**src/rtl/mem_arb_pkg.sv**
```systemverilog
// mem_arb_pkg: shared types and defaults for the memory arbiter.
// Holds FSM state/grant encodings, width defaults and the grant picker.
package mem_arb_pkg;

  localparam int ADDR_W_DEF  = 32;
  localparam int DATA_W_DEF  = 32;
  localparam int TIMEOUT_DEF = 255;

  typedef enum logic [1:0] {
    IDLE = 2'd0,
    BUSY = 2'd1,
    RESP = 2'd2
  } arb_state_t;

  typedef enum logic {
    GNT_I = 1'b0,
    GNT_D = 1'b1
  } grant_t;

  function automatic grant_t other_port(grant_t g);
    return (g == GNT_I) ? GNT_D : GNT_I;
  endfunction

  // Only meaningful when at least one req is high.
  function automatic grant_t arb_pick(
    logic   ireq,
    logic   dreq,
    grant_t last,
    bit     rr
  );
    if (!ireq) return GNT_D;
    if (!dreq) return GNT_I;
    return rr ? other_port(last) : GNT_D;
  endfunction

endpackage

```
**src/rtl/mem_arb_watchdog.sv**
```systemverilog
// mem_arb_watchdog: loadable down-counter, expires on the TIMEOUT-th enabled cycle.
// Ports: clock, reset, clear, load (reload TIMEOUT), en (count), expired.
module mem_arb_watchdog #(
  parameter int unsigned TIMEOUT = 255
) (
  input  logic clock,
  input  logic reset,
  input  logic clear,
  input  logic load,
  input  logic en,
  output logic expired
);

  localparam int unsigned CW =
    (TIMEOUT < 2) ? 1 : $clog2(TIMEOUT + 1);
  localparam bit WD_ON = (TIMEOUT != 0);

  logic [CW-1:0] cnt;

  always_ff @(posedge clock) begin
    if (reset || clear) begin
      cnt <= '0;
    end else if (load) begin
      cnt <= CW'(TIMEOUT);
    end else if (en && cnt != '0) begin
      cnt <= cnt - CW'(1);
    end
  end

  // cnt==1 marks the last allowed busy cycle; 0 disables.
  assign expired = WD_ON && en && (cnt == CW'(1));

endmodule

```
**src/rtl/mem_arbiter.sv**
```systemverilog
// mem_arbiter: shares one memory port between icache fetch and dcache load/store.
// Ports: clock/reset, icache_* and dcache_* req/rdy sides, mem_* port, timeout_err.
// Define MEM_ARB_RR_EN for round-robin on conflicts; default is dcache priority.
module mem_arbiter
  import mem_arb_pkg::*;
#(
  parameter int          ADDR_W  = ADDR_W_DEF,
  parameter int          DATA_W  = DATA_W_DEF,
  parameter int unsigned TIMEOUT = TIMEOUT_DEF
) (
  input  logic              clock,
  input  logic              reset,
  input  logic [ADDR_W-1:0] icache_addr,
  input  logic              icache_req,
  output logic [DATA_W-1:0] icache_data,
  output logic              icache_rdy,
  input  logic [ADDR_W-1:0] dcache_addr,
  input  logic [DATA_W-1:0] dcache_wdata,
  input  logic              dcache_req,
  input  logic              dcache_wr,
  output logic [DATA_W-1:0] dcache_rdata,
  output logic              dcache_rdy,
  output logic [ADDR_W-1:0] mem_addr,
  output logic [DATA_W-1:0] mem_wdata,
  output logic              mem_req,
  output logic              mem_wr,
  input  logic [DATA_W-1:0] mem_rdata,
  input  logic              mem_rdy,
  output logic              timeout_err
);

`ifdef MEM_ARB_RR_EN
  localparam bit RR_EN = 1'b1;
`else
  localparam bit RR_EN = 1'b0;
`endif

  arb_state_t state;
  grant_t     gnt;
  grant_t     last_grant;
  grant_t     pick;
  logic       any_req;
  logic       wd_expired;

  assign any_req = icache_req | dcache_req;
  assign pick = arb_pick(icache_req, dcache_req,
                         last_grant, RR_EN);

  mem_arb_watchdog #(
    .TIMEOUT (TIMEOUT)
  ) u_wd (
    .clock   (clock),
    .reset   (reset),
    .clear   (state == RESP),
    .load    (state == IDLE && any_req),
    .en      (state == BUSY),
    .expired (wd_expired)
  );

  always_ff @(posedge clock) begin
    if (reset) begin
      state        <= IDLE;
      gnt          <= GNT_I;
      last_grant   <= GNT_I;
      mem_addr     <= '0;
      mem_wdata    <= '0;
      mem_req      <= 1'b0;
      mem_wr       <= 1'b0;
      icache_data  <= '0;
      icache_rdy   <= 1'b0;
      dcache_rdata <= '0;
      dcache_rdy   <= 1'b0;
      timeout_err  <= 1'b0;
    end else begin
      unique case (state)
        IDLE: begin
          if (any_req) begin
            gnt        <= pick;
            last_grant <= pick;
            mem_req    <= 1'b1;
            if (pick == GNT_D) begin
              mem_addr  <= dcache_addr;
              mem_wdata <= dcache_wdata;
              mem_wr    <= dcache_wr;
            end else begin
              mem_addr  <= icache_addr;
              mem_wdata <= '0;
              mem_wr    <= 1'b0;
            end
            state <= BUSY;
          end
        end
        BUSY: begin
          if (mem_rdy) begin
            mem_req <= 1'b0;
            mem_wr  <= 1'b0;
            if (gnt == GNT_I) begin
              icache_data <= mem_rdata;
              icache_rdy  <= 1'b1;
            end else begin
              // stores leave the load data register alone
              if (!mem_wr) dcache_rdata <= mem_rdata;
              dcache_rdy <= 1'b1;
            end
            state <= RESP;
          end else if (wd_expired) begin
            mem_req     <= 1'b0;
            mem_wr      <= 1'b0;
            timeout_err <= 1'b1;
            if (gnt == GNT_I) begin
              icache_data <= '0;
              icache_rdy  <= 1'b1;
            end else begin
              dcache_rdata <= '0;
              dcache_rdy   <= 1'b1;
            end
            state <= RESP;
          end
        end
        RESP: begin
          icache_rdy <= 1'b0;
          dcache_rdy <= 1'b0;
          state      <= IDLE;
        end
        default: state <= IDLE;
      endcase
    end
  end

endmodule

```
**config.mk**
```make
export PLATFORM = sky130hd
export DESIGN_NAME = mem_arbiter
export DESIGN_NICKNAME = d
export VERILOG_FILES = /design/src/rtl/mem_arb_pkg.sv /design/src/rtl/mem_arb_watchdog.sv /design/src/rtl/mem_arbiter.sv
export SDC_FILE = /design/constraint.sdc
export NUM_CORES = 1
export LEC_CHECK = 0
export BUFFER_PORTS_ARGS = -buffer_cell sky130_fd_sc_hd__buf_4
export CELL_PAD_IN_SITES_DETAIL_PLACEMENT = 1
export CELL_PAD_IN_SITES_GLOBAL_PLACEMENT = 2
export CORE_UTILIZATION = 28
export DETAILED_ROUTE_END_ITERATION = 6
export PLACE_DENSITY_LB_ADDON = 0.25
export SLEW_MARGIN = 20
export SYNTH_ARGS = -nofsm -noshare
export SYNTH_HDL_FRONTEND = slang
export SYNTH_HIERARCHICAL = 1
export SYNTH_SLANG_ARGS = --single-unit
```
**constraint.sdc**
```tcl
create_clock -name clock -period 2.5 [get_ports clock]
set_input_delay 0.125 -clock clock [delete_from_list [all_inputs] [get_ports clock]]
set_output_delay 0.125 -clock clock [all_outputs]
set_load 0.01 [all_outputs]
```
Word-level counts from Yosys, hierarchy flattened
Cells that the tools add are included.
Operators by class
  add/sub/neg operators: 1
  equal/unequal tests: 6
  mux-type cells: 38
  bitwise operators: 3
  reductions and logical operators: 17
Operators with widths (count)
  $mux 32: 11
  $mux 1: 17
  $mux 8: 2
  $reduce_and 3->1: 3
  $eq 8x1->1 const B: 1
  $pmux 1 s2: 4
  $reduce_bool 2->1: 4
  $reduce_bool 8->1: 1
  $sub 8x1->8 const B: 1
  $mux 2: 3
  $reduce_and 2->1: 3
  $ne 2x2->1 const B: 2
  $pmux 2 s2: 1
  $reduce_and 4->1: 1
  $logic_and 1x1->1: 3
  $ne 3x3->1 const B: 1
  $eq 2x1->1 const B: 1
  $eq 2x2->1 const B: 1
  $logic_not 2->1: 1
  $not 1->1: 2
  $logic_or 1x1->1: 1
  $or 1x1->1: 1
Storage, ports and cells
  register bits after elaboration: 144
  input port bits: 134
  output and inout port bits: 133
  word-level logic and storage cells: 77

Longest topological paths before layout
Gate-level depths: netlist (run 1).
  word-level depth: 7
  depth in mapped cells: 10
  gate-level depth less buffers: 7

Hierarchy
Netlist (run 1), hierarchy kept.
By module, submodules not included
  mem_arbiter: times used 1, cells each 609, area each 5871.9 um2, sequential area each 2722.6 um2
  mem_arb_watchdog: times used 1, cells each 52, area each 470.5 um2, sequential area each 160.2 um2

Worst setup path after synthesis (run 1)
No wires, ideal clock.
  path kind: flip-flop to flip-flop
  start point: register u_wd.cnt[2]
  end point: register dcache_rdata[10]
  setup time: 0.132 ns
  arrival: 2.160 ns
  required time: 2.368 ns
  setup slack: 0.208 ns
  stages on the path, launching flop included: 8
  buffers on the path: 2
  period minus slack after synthesis: 2.292 ns
  cell sequence: dfxtp_1 or4_4 nor4_1 nor2_1 buf_2 buf_2 o31ai_1 a21oi_1
On the way
  word-level cells in the longest chain between the ends: 4
RTL lines
  start: declaration: RTL line mem_arb_watchdog.sv:18  | logic [CW-1:0] cnt;
  start signal: assignment: RTL line mem_arb_watchdog.sv:24  | cnt <= CW'(TIMEOUT);
  start signal: assignment: RTL line mem_arb_watchdog.sv:26  | cnt <= cnt - CW'(1);
  $eq 8x1->1: RTL line mem_arb_watchdog.sv:31  | assign expired = WD_ON && en && (cnt == CW'(1));
  $logic_and 1x1->1: RTL line mem_arb_watchdog.sv:31
  via wd_expired: RTL line mem_arbiter.sv:43  | logic wd_expired;
  $reduce_bool 2->1 (no source line)
  $reduce_and 4->1 (no source line)
  end signal: assignment: RTL line mem_arbiter.sv:102  | if (!mem_wr) dcache_rdata <= mem_rdata;
  end: declaration: RTL line mem_arbiter.sv:21  | output logic [DATA_W-1:0] dcache_rdata,
The timed path passes the listed nets, and every way through them passes these cells.
A chain may end at the register's enable or synchronous reset.

Worst setup path in the final report (run 1)
  start point: register u_wd.cnt[2]
  end point: register dcache_rdata[18]
The elaborated chain is that of the path after synthesis.

==> metrics.md, run 1 <==
| Metric | Value |
|---|---|
| ANT nets after route | 0 |
| Fin. Hold Viols | 0 |
| Postcts setup bufs | 0 |
| Area leader, netlist | dfxtp_1 |
| Clock tree sinks | 144 |
| Period minus WS final | 2230 ps |
| Clk Latency, worst-skew pair | 420 ps |
| Netlist cell types | 47 |
| Slew Viols, Final | 0 |
| CP arrival | 2500 ps |
| Largest net degree at the start of global routing | 71 |
| Layout cells sized above 1 | 37.0% |
| Row count | 54 |
| Cell Area, Synth | 6340 sq um |
| Post-synthesis cell count | 661 |
| Most common library cells after synthesis | dfxtp_1, nor2_1, a21oi_1, clkbuf_1 |
| Clk_skew | 10.3 ps |
| Critical Path RT | 2770 ps |
| GRT overflow | 0 |
| FILL cells | 2499 |
| MaxCap Viol Count | 0 |
| Post-Synth Simple-Gate Area | 15.8% |
| RSZ-0062 raised after global routing | false |
| First DRT Iteration DRCs | 331 |
| Detailed Place HPWL | 15100 microns |
| CP Max Fanout | 27 |
| #FFs+latches synth | 144 |
| Area post-placement | 8460 sq um |
| Slew HR | 36.2% |
| Post-Synth Adder-Cell Area | 1.58% |
| DR WL/cell | 18.5 microns |
| Pwr Density | 722 nW/um^2 |
| Die Area | 23300 sq um |
| Die width | 153 microns |
| Antenna violations before repair | 0 |
| DR vias | 6464 |
| Diode count | 0 |
| Total length of routed wires | 23000 microns |
| Vias per inst | 5.21 |
| Mux contribution to synthesized area | 5.21% |
| Synth top area share | 45.5% |
| Compound-Gate Fraction of Synth Area | 24.5% |
| Count leader, synth | dfxtp_1 |
| Area grow syn2layout | 52.9% |
| Post-synth EDFFs | 0 |
| Number of CTS-inserted buffers | 17 |
| Critical path class | flop to flop |
| Vias in the first global route | 6889 |
| Min-Delay Path Class | input pin to flop |
| FFs w/ async S/R, synth | 0% |
| Mapped Avg Cell Area | 9.60 sq um |
| DRC | 23 |
| LEAKAGE | 4.04 nW |
| # IOs | 267 |
| Synth Flop Type | dfxtp_1 |
| NumNets Final | 1090 |
| Gr usage total | 19.5% |
| Clock slew at reported path FFs | 60 ps |
| Peak supply drop | 0.454 mV |
| Die Height | 153 microns |
| Max H-tree Level | 4 |
| GPL Wtd Cong | 0.759 |
| Final setup violation count | 0 |
| Final Cycle Share | 89.0% |
| Final setup TNS | 0 ps |
| Worst-margin pin slew | 955 ps |
| Post-route insts no fill | 1241 |
| Placeable Area | 22000 sq um |
| PostCTS Resize Cnt | 0 |
| Ys Warns | 6 |
| Initial Util | 28.8% |
| Status | finished with violations |
| Syn_nets | 803 |
| Failing checks | design-rule violations |
| CTS root buf | clkbuf_16 |
| CTS tree | built |
| PortBufs | 266 |
| Main combinational cell family by area after synthesis | compound AO/OA/AOI/OAI gates |
| Design Area, Final | 9700 sq um |
| DRT Pass-1 Iters | 7 |
| Register area share after synthesis | 45.5% |
| First-pass GRT wire length | 36500 microns |
| Synth area leaders | dfxtp_1, a211oi_2, a21oi_1 |
| Inst Count DP | 1147 |
| Deepest clock path buffer count | 2 |
| Crit path launch type | flop |
| Post-Synth XOR/XNOR Area | 0.552% |
| CP endpoint kind | flop |
| Maximum clock frequency | 449 MHz |
[placed cells by master, fill, tap and decap left out, types with 2 or more instances in the layout]
cell | Yosys | final
buf_4 | 2 | 279
dfxtp_1 | 144 | 144
a21oi_1 | 70 | 70
nor2_1 | 71 | 70
dlygate4sd3_1 | 0 | 61
nand4b_1 | 33 | 33
mux2i_1 | 33 | 33
o31ai_1 | 32 | 32
nand4_1 | 32 | 32
a32oi_1 | 32 | 32
a211oi_2 | 30 | 30
o21ai_1 | 21 | 21
clkbuf_16 | 0 | 17
o21ai_0 | 15 | 15
inv_1 | 10 | 10
nor3_1 | 7 | 7
ha_1 | 8 | 7
a211oi_1 | 4 | 4
a311oi_1 | 4 | 4
inv_6 | 0 | 4
nand2_1 | 3 | 3
nor3b_1 | 3 | 3
clkinvlp_4 | 0 | 3
bufinv_16 | 0 | 3
buf_12 | 3 | 3
and4_1 | 3 | 3
and2_1 | 2 | 2
nand2b_1 | 3 | 2
nor3b_2 | 2 | 2
a31oi_1 | 2 | 2
clkinv_2 | 0 | 2
nor4_1 | 2 | 2
xnor2_1 | 2 | 2
xor2_1 | 2 | 2
[final cells by class]
class                           instances  area, sq um  share of cell area [%]
Multi-Input combinational cell        431         3040                    31.4
Sequential cell                       144         2880                    29.7
Timing Repair Buffer                  343         2770                    28.5
Clock buffer                           18          439                    4.53
Tap cell                              280          350                    3.61
Clock inverter                         14          178                    1.83
Inverter                               11         41.3                   0.426
[routing by layer]
metal,track usage [%],vias to the layer above,part of all wire [%]
met2,33.6,225,48
met3,5.52,20,7.7
met1,23.4,3158,43
met5,0,-,0
li1,-,3061,-
met4,6.11,0,1.1
[flip-flops by register name (all words and copies together), names as in the netlist, 2 cells and up]
register,count
icache_data,32
u_wd/cnt,8
state,2
mem_wdata,32
dcache_rdata,32
mem_addr,32
[power breakdown]
part / internal [W] / switching (W) / total, W
logic: 0.000760 / 0.000918 / 0.00168
clock network: 0.00161 / 0.00106 / 0.00267
registers: 0.00250 / 0.000142 / 0.00265
[stage by stage]
| stage | hold WS (ps) | setup slack, ps | power, W | utilization (%) |
|---|---|---|---|---|
| after floorplan | 293 | 208 | 0.00360 | - |
| after global placement | 376 | 275 | 0.00423 | 38.4 |
| after detailed placement | 391 | 193 | 0.00430 | 38.4 |
| after CTS | 1.56 | 179 | 0.00708 | 44.0 |
| after global routing | 12.9 | 167 | 0.00735 | 44.0 |
| final | 21.2 | 274 | 0.00700 | 44.0 |
[what timing repair did]
action                                  in CTS  in global routing
hold endpoints to repair                    72                  1
hold buffers                                60                  1
endpoints found under the setup margin       0                  1
[critical path: stages (launching register included)]
cell and delay, ps:
dfxtp_1 360, or4_4 590, nor4_1 250, buf_4 220, nor2_4 130, buf_12 190, o31ai_1 240, a21oi_1 100
[worst paths after layout]
path                                      from                       endpoint  slack, ps  cells past startpoint
setup / recovery      u_wd/cnt[2]$_SDFFE_PP0P_  dcache_rdata[18]$_SDFFE_PP0P_        270                      7
hold / removal                    mem_rdata[9]   dcache_rdata[9]$_SDFFE_PP0P_         20                      3
setup reg to reg      u_wd/cnt[2]$_SDFFE_PP0P_  dcache_rdata[18]$_SDFFE_PP0P_        270                      7
hold reg to reg   dcache_rdata[4]$_SDFFE_PP0P_   dcache_rdata[4]$_SDFFE_PP0P_        480                      2
[cell families after synthesis]
logic type	Yosys count
simple gates	170
buf+inv	87
mux	33
compound gates	215
xor+xnor	4
fa+ha+maj	8
flops	144
Power figures use the tool's default switching activity.
==> run 2: changes to the inputs <==
--- a/config.mk
+++ b/config.mk
@@ -5,12 +5,15 @@
 export SDC_FILE = /design/constraint.sdc
 export NUM_CORES = 1
 export LEC_CHECK = 0
+export ABC_AREA = 1
 export BUFFER_PORTS_ARGS = -buffer_cell sky130_fd_sc_hd__buf_4
 export CELL_PAD_IN_SITES_DETAIL_PLACEMENT = 1
 export CELL_PAD_IN_SITES_GLOBAL_PLACEMENT = 2
-export CORE_UTILIZATION = 28
+export CORE_UTILIZATION = 25
+export CTS_BUF_LIST = sky130_fd_sc_hd__clkbuf_2
 export DETAILED_ROUTE_END_ITERATION = 6
 export PLACE_DENSITY_LB_ADDON = 0.25
+export SKIP_LAST_GASP = 1
 export SLEW_MARGIN = 20
 export SYNTH_ARGS = -nofsm -noshare
 export SYNTH_HDL_FRONTEND = slang
==> metrics.md, run 2 <==
| Metric | Value |
|---|---|
| CP startpoint | dcache_req |
| Final setup violation count | 0 |
| # IOs | 267 |
| GR Util met3 | 6.28% |
| Critical Path RT | 3160 ps |
| Clock slew at reported path FFs | 230 ps |
| Storage cell area | 2880 sq um |
| GRT overflow | 0 |
| CP endpoint kind | flop |
| Met2 Use GR | 34.0% |
| Fin. Hold Viols | 0 |
| Postcts setup bufs | 0 |
| Antenna violations before repair | 3 |
| Synth Flop Type | dfxtp_1 |
| Largest net degree at the start of global routing | 74 |
| Crit path launch type | input pin |
| Met1 Track Usage GR | 22.4% |
| GPL Wtd Cong | 0.748 |
| Post-synth EDFFs | 0 |
| Placeable Area | 23400 sq um |
| Register area share after synthesis | 48.5% |
| Slew HR | 54.4% |
| CTS tree | built |
| Worst-margin pin slew | 684 ps |
| Critical path class | input pin to flop |
| Post-synthesis cell count | 827 |
| DRC | 0 |
| FILL cells | 2918 |
| Maximum clock frequency | 401 MHz |
| Hold path depth | 4 |
| FFs w/ async S/R, synth | 0% |
| CP arrival | 3150 ps |
| MaxCap Viol Count | 0 |
| Ys Warns | 6 |
| Min-Delay Path Class | input pin to flop |
| Status | finished clean |
| RSZ-0062 raised after global routing | false |
| R2r startpoint | state[1]$_SDFFE_PP0P_ |
| NumNets Final | 1396 |
| Worst Reg-to-Reg Cells | 9 |
| Die width | 156 microns |
| Grt peak-use layer | met2 |
| Gr usage total | 19.6% |
| CTS root buf | clkbuf_2 |
| Deepest clock path buffer count | 2 |
| First-pass GRT wire length | 37700 microns |
| Number of CTS-inserted buffers | 17 |
| Die Height | 156 microns |
| ANT nets after route | 0 |
| Commonest non-fill, non-tap cell in the layout | nand2_1 |
| Layout cells sized above 1 | 25.8% |
| Most common library cells after synthesis | nand2_1, dfxtp_1, a21oi_1, nand3_1, nand4_1 |
| PortBufs | 266 |
| Final Cycle Share | 99.7% |
| Most frequent cells in the layout | nand2_1, buf_4, dlygate4sd3_1, dfxtp_1, a21oi_1 |
| #FFs+latches synth | 144 |
| Area leader, netlist | dfxtp_1 |
| Cell Area, Synth | 5940 sq um |
| DR vias | 7128 |
| Total length of routed wires | 24000 microns |
| Die Area | 24400 sq um |
| Initial Util | 25.4% |
| Worst Setup EP | mem_addr[6]$_SDFFE_PP0P_ |
| Count leader, synth | nand2_1 |
| Vias per inst | 4.49 |
| Multi-input logic area | 2690 sq um |
| Vias in the first global route | 7423 |
| Clock tree sinks | 144 |
| Synth top area share | 48.5% |
| Peak supply drop | 0.245 mV |
| DR WL/cell | 15.1 microns |
| Slew Viols, Final | 0 |
| Clk_skew | 45.8 ps |
| Final setup TNS | 0 ps |
| Reg-to-reg setup timing slack | 230 ps |
| Final hold slack | 236 ps |
| Period minus WS final | 2490 ps |
| Pwr Density | 569 nW/um^2 |
| LEAKAGE | 4.52 nW |
| Clk Latency, worst-skew pair | 710 ps |
| Post-layout util | 44.2% |
| Syn_nets | 969 |
| First DRT Iteration DRCs | 302 |
| CP Max Fanout | 32 |
| Row count | 56 |
| Netlist cell types | 23 |
| DRT Pass-1 Iters | 4 |
| Detailed Place HPWL | 15100 microns |
| Synth area leaders | dfxtp_1, nand2_1, a21oi_1 |
| RR Endpoint | dcache_rdata[5]$_SDFFE_PP0P_ |
| Max H-tree Level | 4 |
| Mapped Avg Cell Area | 7.18 sq um |
| Area grow syn2layout | 74.4% |
==> run 2: changes by cell type after synthesis, sizes merged, moves of 34 or more <==
cell    change
nor2       -51
a211oi     -34
nand3      +57
nand2     +325
a21oi      +71
==> run 2: routing by layer <==
metal / vias up / wire length [microns]
met1: 3353 / 10200
met2: 195 / 11700
met4: 0 / 416
li1: 3552 / -
met3: 28 / 1680
met5: - / 0
==> run 2: cell families (layout without fill, tap and decap cells) <==
group | count (synthesis) | in the layout | share of synthesized area (%)
simple gates | 441 | 441 | 30.9
flops | 144 | 144 | 48.5
compound gates | 147 | 147 | 12.7
fa+ha+maj | 8 | 8 | 1.69
other cells | 0 | 3 | 0
buf+inv | 87 | 527 | 6.13
==> run 2: stage by stage <==
step | instance area (sq um) | instances | setup slack (ps) | total power, W
6_report | 10400 | 1589 | 7.98 | 0.00589
5_1_grt | 10400 | 1589 | 9.12 | 0.00628
4_1_cts | 10300 | 1586 | 11.8 | 0.00598
3_5_place_dp | 8210 | 1368 | 670 | 0.00415
3_3_place_gp | 8210 | 1368 | 728 | 0.00414
2_1_floorplan | 5940 | 827 | 838 | 0.00347
==> run 2: how the worst min path moves through the flow <==
stage,from,endpoint,slack (ps)
floorplan,dcache_wdata[0],mem_wdata[0]$_SDFFE_PP0P_,270
global placement,dcache_wdata[25],mem_wdata[25]$_SDFFE_PP0P_,390
detailed placement,dcache_wdata[27],mem_wdata[27]$_SDFFE_PP0P_,400
CTS,mem_rdata[8],icache_data[8]$_SDFFE_PP0P_,110
global route,mem_rdata[7],dcache_rdata[7]$_SDFFE_PP0P_,130
finish,dcache_wdata[13],mem_wdata[13]$_SDFFE_PP0P_,240
==> run 2: worst max-delay path, stage by stage <==
cell	delay (ps)
dlygate4sd3_1	570
buf_4	130
inv_1	70
nand2_2	90
buf_12	190
nand2_1	60
dlygate4sd3_1	550
nand2_1	70
dlygate4sd3_1	550
nand2_1	50
dlygate4sd3_1	570
a21oi_1	120
==> run 2: cell type report <==
class	count	area share [%]
inverters	28	1.01
diodes	3	0.0725
clock buffers	19	0.918
repair buffers	467	38.8
well taps	319	3.85
flip-flops and latches	144	27.8
clock inverters	13	1.56
multi-input cells	596	26.0
==> run 2: repair_timing <==
| item | CTS | global route |
|---|---|---|
| endpoints found under the hold margin | 136 | 0 |
| hold buffers | 186 | 0 |
| gates resized for setup | 0 | 4 |
| endpoints found under the setup margin | 0 | 2 |
==> run 2: report_power, final <==
group / internal [W] / switching, W
sequential: 0.00249 / 0.000132
clock: 0.000570 / 0.000916
combinational: 0.000856 / 0.000929
==> run 3: changes to the inputs <==
--- a/config.mk
+++ b/config.mk
@@ -13,6 +13,7 @@
 export CTS_BUF_LIST = sky130_fd_sc_hd__clkbuf_2
 export DETAILED_ROUTE_END_ITERATION = 6
 export PLACE_DENSITY_LB_ADDON = 0.25
+export REMOVE_ABC_BUFFERS = 1
 export SKIP_LAST_GASP = 1
 export SLEW_MARGIN = 20
 export SYNTH_ARGS = -nofsm -noshare
==> metrics.md, run 3 (synthesis gave the netlist of run 2 again) <==
| Metric | Value |
|---|---|
| PortBufs | 266 |
| FILL cells | 2914 |
| MaxCap Viol Count | 0 |
| Commonest non-fill, non-tap cell in the layout | nand2_1 |
| Status | finished with violations |
| GRT overflow | 0 |
| RSZ-0062 raised after global routing | true |
| Fin. Hold Viols | 0 |
| Clk_skew | 62.8 ps |
| Deepest clock path buffer count | 2 |
| Maximum clock frequency | 395 MHz |
| CP arrival | 3150 ps |
| Slew Viols, Final | 0 |
| Number of CTS-inserted buffers | 17 |
| Final Cycle Share | 101% |
| CTS tree | built |
| DRT Pass-1 Iters | 4 |
| Period minus WS final | 2530 ps |
| Final setup TNS | -31.5 ps |
| Area post-placement | 8220 sq um |
| First DRT Iteration DRCs | 312 |
| Gr usage total | 20.4% |
| Clock tree sinks | 144 |
| Vias per inst | 4.49 |
| Die Area | 24400 sq um |
| Peak supply drop | 0.245 mV |
| Detailed Place HPWL | 14900 microns |
| Crit path launch type | input pin |
| Layout cells sized above 1 | 25.6% |
| Worst-margin pin slew | 626 ps |
| Placeable Area | 23400 sq um |
| CP endpoint kind | flop |
| Final setup margin | -31.5 ps |
| Min-Delay Path Class | input pin to flop |
| Die Height | 156 microns |
| Area grow syn2layout | 77.5% |
| Failing checks | negative setup slack |
| Total length of routed wires | 24800 microns |
| Design Area, Final | 10500 sq um |
| Slew HR | 58.3% |
| Final hold slack | 184 ps |
| Row count | 56 |
| Power, Total | 0.00595 W |
| Clock slew at reported path FFs | 290 ps |
| DR vias | 7201 |
| First-pass GRT wire length | 39300 microns |
| Clk Latency, worst-skew pair | 750 ps |
| Max H-tree Level | 4 |
| DR WL/cell | 15.4 microns |
| Critical Path RT | 3110 ps |
| CTS root buf | clkbuf_2 |
| Most frequent cells in the layout | nand2_1, buf_4, dlygate4sd3_1, dfxtp_1, a21oi_1 |
| NumNets Final | 1412 |
| Antenna violations before repair | 2 |
| Die width | 156 microns |
| Initial Util | 25.4% |
| ANT nets after route | 0 |
| Final setup violation count | 1 |
| CP Max Fanout | 16 |
| Postcts setup bufs | 0 |
| # IOs | 267 |
| DRC | 0 |
| Vias in the first global route | 7716 |
| Largest net degree at the start of global routing | 66 |
| Critical path class | input pin to flop |
| Pwr Density | 565 nW/um^2 |
| GPL Wtd Cong | 0.731 |
| LEAKAGE | 4.59 nW |
-- run 3: cell count changes in the layout (fill, tap and decap cells not counted), sizes merged --
cell / change
inv: +5
dlygate4sd3: +14
buf: +1
bufinv: -1
clkinv: -3
diode: -1
clkbuf: -1
clkinvlp: +1
-- run 3: routing by layer --
layer / global-route usage (%) / vias to the layer above / wire, microns
li1: - / 3585 / -
met1: 24.4 / 3372 / 10800
met2: 34.6 / 225 / 11700
met3: 6.42 / 19 / 1890
met4: 6.35 / 0 / 346
met5: 0 / - / 0
-- run 3: timing repair --
| action | CTS | global route |
|---|---|---|
| hold buffers | 200 | 0 |
| endpoints found under the hold margin | 133 | 0 |
| gates resized for setup | 0 | 9 |
| setup endpoints to repair | 0 | 11 |
-- run 3: report_power, final --
part / internal [W] / switching [W] / total [W] / leakage (nW)
registers: 0.00249 / 0.000133 / 0.00262 / 1.18
clock network: 0.000490 / 0.00100 / 0.00149 / 0.148
logic: 0.000898 / 0.000939 / 0.00184 / 3.26
total: 0.00388 / 0.00207 / 0.00595 / 4.59
-- run 3: layout make-up --
cell class | instances | area, sq um | share of cell area (%)
repair buffers | 483 | 4200 | 39.8
flip-flops and latches | 144 | 2880 | 27.3
multi-input cells | 596 | 2700 | 25.6
well taps | 319 | 399 | 3.79
clock inverters | 15 | 171 | 1.63
inverters | 28 | 105 | 0.997
clock buffers | 17 | 85.1 | 0.807
diodes | 2 | 5.00 | 0.0475
-- run 3: worst max-delay path, cell delays in order --
cell	delay, ps
dlygate4sd3_1	560
buf_4	140
inv_1	120
nand2_4	100
buf_12	170
nand2_1	50
dlygate4sd3_1	550
nand2_1	70
dlygate4sd3_1	560
nand2_1	60
dlygate4sd3_1	550
a21oi_1	70
-- run 3: worst paths after layout --
| kind | from | endpoint | slack [ps] | depth (start not counted) |
|---|---|---|---|---|
| min | mem_rdata[1] | icache_data[1]$_SDFFE_PP0P_ | 180 | 4 |
| max | dcache_req | mem_addr[0]$_SDFFE_PP0P_ | -30 | 12 |
| min reg2reg | icache_rdy$_SDFFE_PP0P_ | icache_rdy$_SDFFE_PP0P_ | 470 | 2 |
| max reg2reg | state[1]$_SDFFE_PP0P_ | dcache_rdata[5]$_SDFFE_PP0P_ | 190 | 9 |
-- run 3: through the flow --
stage	util [%]	setup slack, ps	std cells
2_1_floorplan	-	-647	768
3_3_place_gp	35.1	574	1369
3_5_place_dp	35.1	511	1369
4_1_cts	44.8	20.3	1601
5_1_grt	45.0	-53.4	1604
6_report	45.0	-31.5	1604
